$ cat src/rtl/keypad_scan_pkg.sv
// Shared types and constants for the keypad row scanner.
//   scan_state_e : scanner FSM states
//   KEY_CODE_W   : width of the reported {row, col} key code
//   ROW_W/COL_W  : encoded row / column widths
//   NUM_ROWS/NUM_COLS : matrix dimensions
//   lowest_col() : priority select of the lowest set column
package keypad_scan_pkg;

  localparam int unsigned KEY_CODE_W = 5;
  localparam int unsigned ROW_W      = 3;
  localparam int unsigned COL_W      = 2;
  localparam int unsigned NUM_ROWS   = 8;
  localparam int unsigned NUM_COLS   = 4;

  typedef enum logic [1:0] {
    StIdle,
    StBlank,
    StDrive,
    StReport
  } scan_state_e;

  // Index of the lowest set bit; 0 when none is set (callers check for non-zero first).
  function automatic logic [COL_W-1:0] lowest_col(input logic [NUM_COLS-1:0] cols);
    logic [COL_W-1:0] idx;
    idx = '0;
    for (int i = NUM_COLS - 1; i >= 0; i--) begin
      if (cols[i]) idx = COL_W'(i);
    end
    return idx;
  endfunction

endpackage

$ cat src/rtl/scan_dwell_counter.sv
// Loadable down-counter with a terminal-count flag, shared by the settle and
// dwell phases of the row scanner.
//   clk        : clock, rising edge
//   reset_n    : synchronous active-low reset, clears the count
//   load       : load load_value this cycle (takes priority over counting)
//   load_value : value to load (N-1 for an N-cycle phase)
//   terminal   : count is zero
module scan_dwell_counter #(
  parameter int unsigned WIDTH = 5
) (
  input  logic             clk,
  input  logic             reset_n,
  input  logic             load,
  input  logic [WIDTH-1:0] load_value,
  output logic             terminal
);

  logic [WIDTH-1:0] count_q, count_d;

  always_comb begin
    count_d = count_q;
    if (load) begin
      count_d = load_value;
    end else if (count_q != '0) begin
      count_d = count_q - WIDTH'(1);
    end
  end

  always_ff @(posedge clk) begin
    if (!reset_n) begin
      count_q <= '0;
    end else begin
      count_q <= count_d;
    end
  end

  assign terminal = (count_q == '0);

endmodule

$ cat src/rtl/keypad_row_scanner.sv
// Keypad row scan sequencer feeding a 3-to-8 row decoder. Walks rows 0..7
// with a blanked settle phase and a driven dwell phase, samples the column bus
// on the last dwell cycle and reports each newly pressed key once over a
// valid/ready handshake. Scanning stalls while a report is pending.
//   Clk_In          : clock
//   Reset_N_In      : synchronous active-low reset
//   Scan_Enable_In  : 1 = scan, 0 = return to idle and forget pressed keys
//   Column_In       : column sense of the driven row, active-high
//   Row_Select_Out  : encoded row to the decoder select
//   Row_Blank_Out   : 1 = decoder outputs forced low
//   Key_Valid_Out   : key code available
//   Key_Ready_In    : consumer accepts key code
//   Key_Code_Out    : {row, col} of the reported press
//   Frame_Done_Out  : one-cycle pulse when the scanner leaves row 7
module keypad_row_scanner
  import keypad_scan_pkg::*;
#(
  parameter int unsigned SETTLE_CYCLES = 4,
  parameter int unsigned DWELL_CYCLES  = 16
) (
  input  logic                  Clk_In,
  input  logic                  Reset_N_In,
  input  logic                  Scan_Enable_In,
  input  logic [NUM_COLS-1:0]   Column_In,
  output logic [ROW_W-1:0]      Row_Select_Out,
  output logic                  Row_Blank_Out,
  output logic                  Key_Valid_Out,
  input  logic                  Key_Ready_In,
  output logic [KEY_CODE_W-1:0] Key_Code_Out,
  output logic                  Frame_Done_Out
);

  localparam int unsigned MAX_CYCLES =
      (SETTLE_CYCLES > DWELL_CYCLES) ? SETTLE_CYCLES : DWELL_CYCLES;
  localparam int unsigned CNT_W = $clog2(MAX_CYCLES) + 1;
  localparam logic [CNT_W-1:0] SETTLE_LOAD = CNT_W'(SETTLE_CYCLES - 1);
  localparam logic [CNT_W-1:0] DWELL_LOAD  = CNT_W'(DWELL_CYCLES - 1);

  scan_state_e                      state_q, state_d;
  logic [ROW_W-1:0]                 row_q, row_d;
  logic [NUM_ROWS*NUM_COLS-1:0]     map_q, map_d;
  logic [KEY_CODE_W-1:0]            code_q, code_d;
  logic                             frame_q, frame_d;
  logic                             blank_q, valid_q;

  logic                             cnt_load;
  logic [CNT_W-1:0]                 cnt_value;
  logic                             cnt_done;

  logic [KEY_CODE_W-1:0]            row_base;
  logic [NUM_COLS-1:0]              map_row;
  logic [NUM_COLS-1:0]              new_cols;
  logic                             last_row;

  scan_dwell_counter #(
    .WIDTH (CNT_W)
  ) u_counter (
    .clk        (Clk_In),
    .reset_n    (Reset_N_In),
    .load       (cnt_load),
    .load_value (cnt_value),
    .terminal   (cnt_done)
  );

  assign row_base = {row_q, {COL_W{1'b0}}};
  assign map_row  = map_q[row_base +: NUM_COLS];
  // A press is new only if it was not already reported and still held.
  assign new_cols = Column_In & ~map_row;
  assign last_row = (row_q == ROW_W'(NUM_ROWS - 1));

  always_comb begin
    state_d   = state_q;
    row_d     = row_q;
    map_d     = map_q;
    code_d    = code_q;
    frame_d   = 1'b0;
    cnt_load  = 1'b0;
    cnt_value = SETTLE_LOAD;

    unique case (state_q)
      StIdle: begin
        if (Scan_Enable_In) begin
          state_d  = StBlank;
          row_d    = '0;
          cnt_load = 1'b1;
        end
      end
      StBlank: begin
        if (cnt_done) begin
          state_d   = StDrive;
          cnt_load  = 1'b1;
          cnt_value = DWELL_LOAD;
        end
      end
      StDrive: begin
        if (cnt_done) begin
          // Released keys drop out of the map; held ones stay reported.
          map_d[row_base +: NUM_COLS] = map_row & Column_In;
          if (new_cols != '0) begin
            state_d = StReport;
            code_d  = {row_q, lowest_col(new_cols)};
          end else begin
            state_d  = StBlank;
            row_d    = row_q + ROW_W'(1);
            frame_d  = last_row;
            cnt_load = 1'b1;
          end
        end
      end
      StReport: begin
        if (Key_Ready_In) begin
          map_d[code_q] = 1'b1;
          state_d       = StBlank;
          row_d         = row_q + ROW_W'(1);
          frame_d       = last_row;
          cnt_load      = 1'b1;
        end
      end
      default: state_d = StIdle;
    endcase

    if (!Scan_Enable_In) begin
      state_d  = StIdle;
      row_d    = '0;
      map_d    = '0;
      frame_d  = 1'b0;
      cnt_load = 1'b0;
    end
  end

  always_ff @(posedge Clk_In) begin
    if (!Reset_N_In) begin
      state_q <= StIdle;
      row_q   <= '0;
      map_q   <= '0;
      code_q  <= '0;
      frame_q <= 1'b0;
      blank_q <= 1'b1;
      valid_q <= 1'b0;
    end else begin
      state_q <= state_d;
      row_q   <= row_d;
      map_q   <= map_d;
      code_q  <= code_d;
      frame_q <= frame_d;
      // Flag outputs come straight from flops, decoded from the next state.
      blank_q <= (state_d != StDrive);
      valid_q <= (state_d == StReport);
    end
  end

  assign Row_Select_Out = row_q;
  assign Row_Blank_Out  = blank_q;
  assign Key_Valid_Out  = valid_q;
  assign Key_Code_Out   = code_q;
  assign Frame_Done_Out = frame_q;

endmodule

$ cat config.mk
export PLATFORM = sky130hd
export DESIGN_NAME = keypad_row_scanner
export DESIGN_NICKNAME = d
export VERILOG_FILES = /design/src/rtl/keypad_scan_pkg.sv /design/src/rtl/scan_dwell_counter.sv /design/src/rtl/keypad_row_scanner.sv
export SDC_FILE = /design/constraint.sdc
export NUM_CORES = 1
export LEC_CHECK = 0
export CORE_MARGIN = 3
export CORE_UTILIZATION = 55
export CTS_BUF_LIST = sky130_fd_sc_hd__clkbuf_8
export DETAILED_ROUTE_END_ITERATION = 10
export HOLD_SLACK_MARGIN = 0.05
export PLACE_DENSITY_LB_ADDON = 0.12
export REMOVE_ABC_BUFFERS = 1
export SYNTH_ARGS = -nofsm -noshare
export SYNTH_HDL_FRONTEND = slang
export SYNTH_SLANG_ARGS = --single-unit
$ cat constraint.sdc
create_clock -name Clk_In -period 2.8 [get_ports Clk_In]
set_input_delay 0.56 -clock Clk_In [delete_from_list [all_inputs] [get_ports Clk_In]]
set_output_delay 0.56 -clock Clk_In [all_outputs]
set_load 0.03 [all_outputs]
# Yosys cells after proc, flatten, opt, wreduce, memory -nomap -nowiden
# Cells that the tools add are included.
[op_classes] n_addsub=3 order_cmp=2 eq_ne=9 n_shift=3 n_mux=34 bitwise_logic=4 reduce_logical=12
[ops] op="$mux 32" count=2
[ops] op="$pmux 32 s2" count=1
[ops] op="$bwmux 32" count=1
[ops] op="$or 32x32->32" count=1
[ops] op="$shift 4x7->32 const A" count=1
[ops] op="$shiftx 32x6->4" count=1
[ops] op="$shiftx 4x7->32" count=1
[ops] op="$mux 2" count=9
[ops] op="$mux 5" count=2
[ops] op="$mux 1" count=9
[ops] op="$mux 3" count=3
[ops] op="$pmux 3 s3" count=1
[ops] op="$and 4x4->4" count=2
[ops] op="$mux 4" count=2
[ops] op="$ne 2x2->1 const B" count=4
[ops] op="$pmux 2 s4" count=1
[ops] op="$neg 5->7" count=1
[ops] op="$eq 2x2->1 const B" count=3
[ops] op="$lt 5x6->1 const B" count=1
[ops] op="$reduce_and 3->1" count=2
[ops] op="$demux 1 s5" count=1
[ops] op="$ge 5x1->1 const B" count=1
[ops] op="$logic_not 5->1" count=1
[ops] op="$reduce_bool 5->1" count=1
[ops] op="14 further kinds" count=15
[totals] ff_bits=50 inputBits=8 word_cells=75

# Longest topological paths before layout
[logic_depth] word_depth=9 depth_mapped=10

# Cells and area by module
# From an unflattened synthesis, not the netlist that was laid out.
[unflattened] cells_unflattened=428 hier_area_um2=3243.1
[by_module_without_submodules] module="keypad_row_scanner" n_inst=1 cells_each=394 area_each_um2=2942.8 seq_area_each_um2=900.9
[by_module_without_submodules] module="scan_dwell_counter" n_inst=1 cells_each=34 area_each_um2=300.3 seq_area_each_um2=100.1

# Worst setup path after synthesis
# Ideal clock, no wire load.
[synth_timing] path_type="register -> register" start="register row_q[0] (netlist: Row_Select_Out[0])" end="register map_q[19]" arrival_time_ns=2.693 required_time_ns=2.661 slack_ns=-0.033 path_stages_with_launch=11 path_buffers=2 period_less_slack_ns=2.833 cell_sequence="dfxtp_1 -> buf_4 -> inv_2 -> ha_1 -> ha_1 -> clkbuf_1 -> nand2_1 -> nor4b_1 -> nand3_1 -> o21ai_0 -> a221oi_1"
[synth_between] elab_chain_len=6 elab_cells_between_ends=8 classes_between="add/sub: 1; shift: 3; mux: 3; bitwise: 1"
[synth_rtl] element="start: declaration" line="keypad_row_scanner.sv:40" source="logic [ROW_W-1:0] row_q, row_d;"
[synth_rtl] element="start signal: assignment" line="keypad_row_scanner.sv:142" source="row_q <= row_d;"
[synth_rtl] element="$shiftx 32x6->4" line="keypad_row_scanner.sv:66" source="assign map_row = map_q[row_base +: NUM_COLS];"
[synth_rtl] element="$and 4x4->4" line="keypad_row_scanner.sv:98" source="map_d[row_base +: NUM_COLS] = map_row & Column_In;"
[synth_rtl] element="$shiftx 4x7->32" line="keypad_row_scanner.sv:98"
[synth_rtl] element="$bwmux 32 (*)" line="keypad_row_scanner.sv:98"
[synth_rtl] element="$mux 32 (*)" line="keypad_row_scanner.sv:96" source="if (cnt_done) begin"
[synth_rtl] element="$pmux 32 s2 (*)" line="keypad_row_scanner.sv:80" source="unique case (state_q)"
[synth_rtl] element="end signal: assignment" line="keypad_row_scanner.sv:143" source="map_q <= map_d;"
[synth_rtl] element="end: declaration" line="keypad_row_scanner.sv:41" source="logic [NUM_ROWS*NUM_COLS-1:0] map_q, map_d;"
# Mark *: on every way between the ends. The rest lies on a longest branch, timed or not. The select of a mux whose other input is x is not followed.
# A chain may end at the register's enable or synchronous reset.

# Worst setup path after layout
[layout_timing] start="register row_q[0] (netlist: Row_Select_Out[0])" end="register map_q[1]"
# The elaborated chain is that of the path after synthesis.

==> metrics <==
Routability Congestion=0.9450; slowest stage delay, CP=around 0.39 ns; ys flop type=dfxtp_1; hold_buf cts=0; via count=3210; FF-to-FF setup slack=0.33 ns; Least-Margin Pin Slew=0.6697 ns; postcts setup bufs=0; final core utilization=64.01%; Root Driver=clkbuf_8; Clock Path Buffers=2; Mean Syn Cell Area=7.978 sq um; Layout Cells excl Fill=492; Placed Cells=484; total grt overflow=0; Die X=83.03 microns; Antenna diodes=0; vias in the first global route=3059; # rows=27; WS Path Type=reg -> reg; Hold Crit Class=reg -> reg; final wirelength=9.488 mm; min Tclk post-route=roughly 2.5 ns; post-synth cell types=62; sequential cell area=1002 sq um; WL/cell=roughly 19 microns; clock power share=approximately 34%; CP max FO=10; DRT antenna net count=0; EDFF count, synth=0; CTS resizes=0; combinational share of power=16.7%; Critical-path top delay cell=ha_1; Clock Latency Late Sink=0.31 ns; Cells after Synth=409; Core ar.=5608 sq um; critical-path cell list=buf_4, inv_2, ha_1, ha_1, nor3_1, a32oi_1, a21oi_1, a21oi_1, nor3_1; Worst setup SP type=register; RSZ-0062 raised after global routing=false; Seq/Total Area, Yosys=between 30% and 40%; final hold vios=0; All-Layer GR Usage=27.43%; Post-layout nets=439; VDD IR max=0.0002623 V; post-DP HPWL=between 6 and 7 mm; TritonRoute pass-1 iters=5; P_int=between 1 and 1.5 mW; Req. time, crit path=~3.0 ns; R2R Path Start=Row_Select_Out[0]$_SDFFE_PN0P_; Pwr per Cell Area=422.3 nW/um^2; CP arrival=2.69 ns; reg2reg end=map_q[1]$_SDFFE_PN0P_; CTS tree=built; Worst Setup End Kind=register; Async SR Flop Fraction=0%; max-cap violations=0; Max transition margin=55.01%; Top Ports=19; Die Y=83.03 microns; fmax=405.7 MHz; DRC violations left=0; Vias/cell=6.524; IO Port Bufs=18; Num CTS Buffers=5; share of the synthesized area in the top cell type=between 30% and 40%; P_leak=1.242 nW; antenna violations before repair=0; Worst Reg-to-Reg Cells=9; Fill cells=about 500; Reg clk slew, reported paths=~0.09 ns; final worst slack=0.3349 ns; layout cells sized above 1=8.333%; CTS HTree Levels=2; first-pass GRT wire length=approximately 15 mm; area of the multi-input gates=2076 sq um; Net Sw Frac=~28%; final worst path period share=88.04%; largest net degree at the start of global routing=34; dpl ws=between 0.15 and 0.2 ns; Fin Setup TNS=0 ns; Min-Delay Endpoint=map_q[19]$_SDFFE_PN0P_; fin. max-slew vios=0; hold depth=2; commonest non-fill, non-tap cell in the layout=nor2_1; register bit total from synthesis=50; post-synth top area cell=dfxtp_1; leading post-synthesis cells by cell area=dfxtp_1 (31%), nor2_1 (6.7%), mux2i_1 (5.5%); clock sinks=50; full die area=between 6000 and 7000 sq um; Setup violations, final=0; synth-to-layout area growth=10.01%; Sequential Power Share=49.6%; Net Sw Power=between 0.4 and 0.5 mW; Syn Std Cell Area=3263 sq um; Total Power=approximately 1.5 mW; Initial Utilization=between 50% and 60%; Max Clock Skew=0.006390 ns; commonest cells after routing, fill and taps aside=nor2_1 (58), dfxtp_1 (49), nand2_1 (39); min-delay src=map_q[19]$_SDFFE_PN0P_; starting DRC count in detailed routing=396; Synth Warn #=0; run status=completed
==> synthesized netlist by cell type (6+ instances only) <==
cell type  instances
nor2_1            58
dfxtp_1           50
nand2_1           39
o21ai_0           24
mux2i_1           18
clkbuf_1          17
nor3_1            16
a311oi_1          15
a21oi_1           14
inv_1             14
a22oi_1           13
ha_1              12
a21o_1            10
a211oi_1           9
nor2b_1            9
a221oi_1           6
a31oi_1            6
==> worst max-delay path: cells and delay by family, from the launching register on <==
| kind | cells | cell delay [ns] |
|---|---|---|
| flip-flops | 1 | 0.34 |
| AO/OA/AOI/OAI | 3 | 0.64 |
| AND/OR/NAND/NOR | 2 | 0.50 |
| buffers and inverters | 2 | 0.29 |
| adder cells (fa/ha/maj) | 2 | 0.61 |
==> power by group through the flow <==
| stage | clock (mW) | combinational [mW] | sequential [mW] |
|---|---|---|---|
| after floorplan | 0 | 0.177 | 0.766 |
| after global placement | 0 | 0.247 | 0.768 |
| after detailed placement | 0 | 0.249 | 0.769 |
| after CTS | 0.511 | 0.251 | 0.753 |
| after global routing | 0.544 | 0.287 | 0.756 |
| final | 0.510 | 0.253 | 0.753 |
==> sequential cells by signal, summed over array words and instances (netlist names) <==
name	cells
Row_Select_Out	3
Frame_Done_Out	1
state_q	2
Key_Valid_Out	1
Key_Code_Out	5
map_q	32
u_counter.count_q	5
Row_Blank_Out	1
==> metal layers <==
metal  vias up  share of wire (%)  track usage, %
met5         -                  0               0
met4         0                2.9           11.29
met3        33                 10           6.845
met2       177                 44           41.25
met1      1487                 43           37.41
li1       1513                  -               -
==> per-stage QoR <==
step                hold WS [ns]  instance area [sq um]
global placement          0.4761                   3473
finish                    0.4960                   3590
global route              0.5148                   3590
CTS                       0.4873                   3580
detailed placement        0.4741                   3473
floorplan                 0.4549                   3128
==> area by class of cell <==
class / instances / area share (%)
inverters: 16 / 1.673
flip-flops and latches: 50 / 27.92
well taps: 72 / 2.510
repair buffers: 28 / 7.111
clock buffers: 5 / 1.917
multi-input cells: 318 / 57.83
clock inverters: 3 / 1.046
==> how the worst max path moves through the flow <==
| stage | slack (ns) | cells past startpoint | endpoint | start |
|---|---|---|---|---|
| 2_1_floorplan | -0.40 | 8 | map_q[19]$_SDFFE_PN0P_ | Row_Select_Out[0]$_SDFFE_PN0P_ |
| 3_3_place_gp | 0.26 | 5 | u_counter.count_q[4]$_SDFFE_PN0P_ | Column_In[1] |
| 3_5_place_dp | 0.18 | 5 | u_counter.count_q[4]$_SDFFE_PN0P_ | Column_In[0] |
| 4_1_cts | 0.21 | 6 | u_counter.count_q[4]$_SDFFE_PN0P_ | Row_Select_Out[1]$_SDFFE_PN0P_ |
| 5_1_grt | 0.15 | 10 | map_q[16]$_SDFFE_PN0P_ | Row_Select_Out[0]$_SDFFE_PN0P_ |
| 6_report | 0.33 | 9 | map_q[1]$_SDFFE_PN0P_ | Row_Select_Out[0]$_SDFFE_PN0P_ |
==> kinds of logic after synthesis <==
logic type,count (synthesis),synth area share (%)
AOI/OAI and AO/OA,121,26.76
DFF,50,30.67
xor gates and xnor gates,3,0.8054
buffers and inverters,41,5.981
muxes,19,5.866
and+or+nand+nor,163,25.31
adders and majority gates,12,4.601
(Power assumes the default switching activity.)
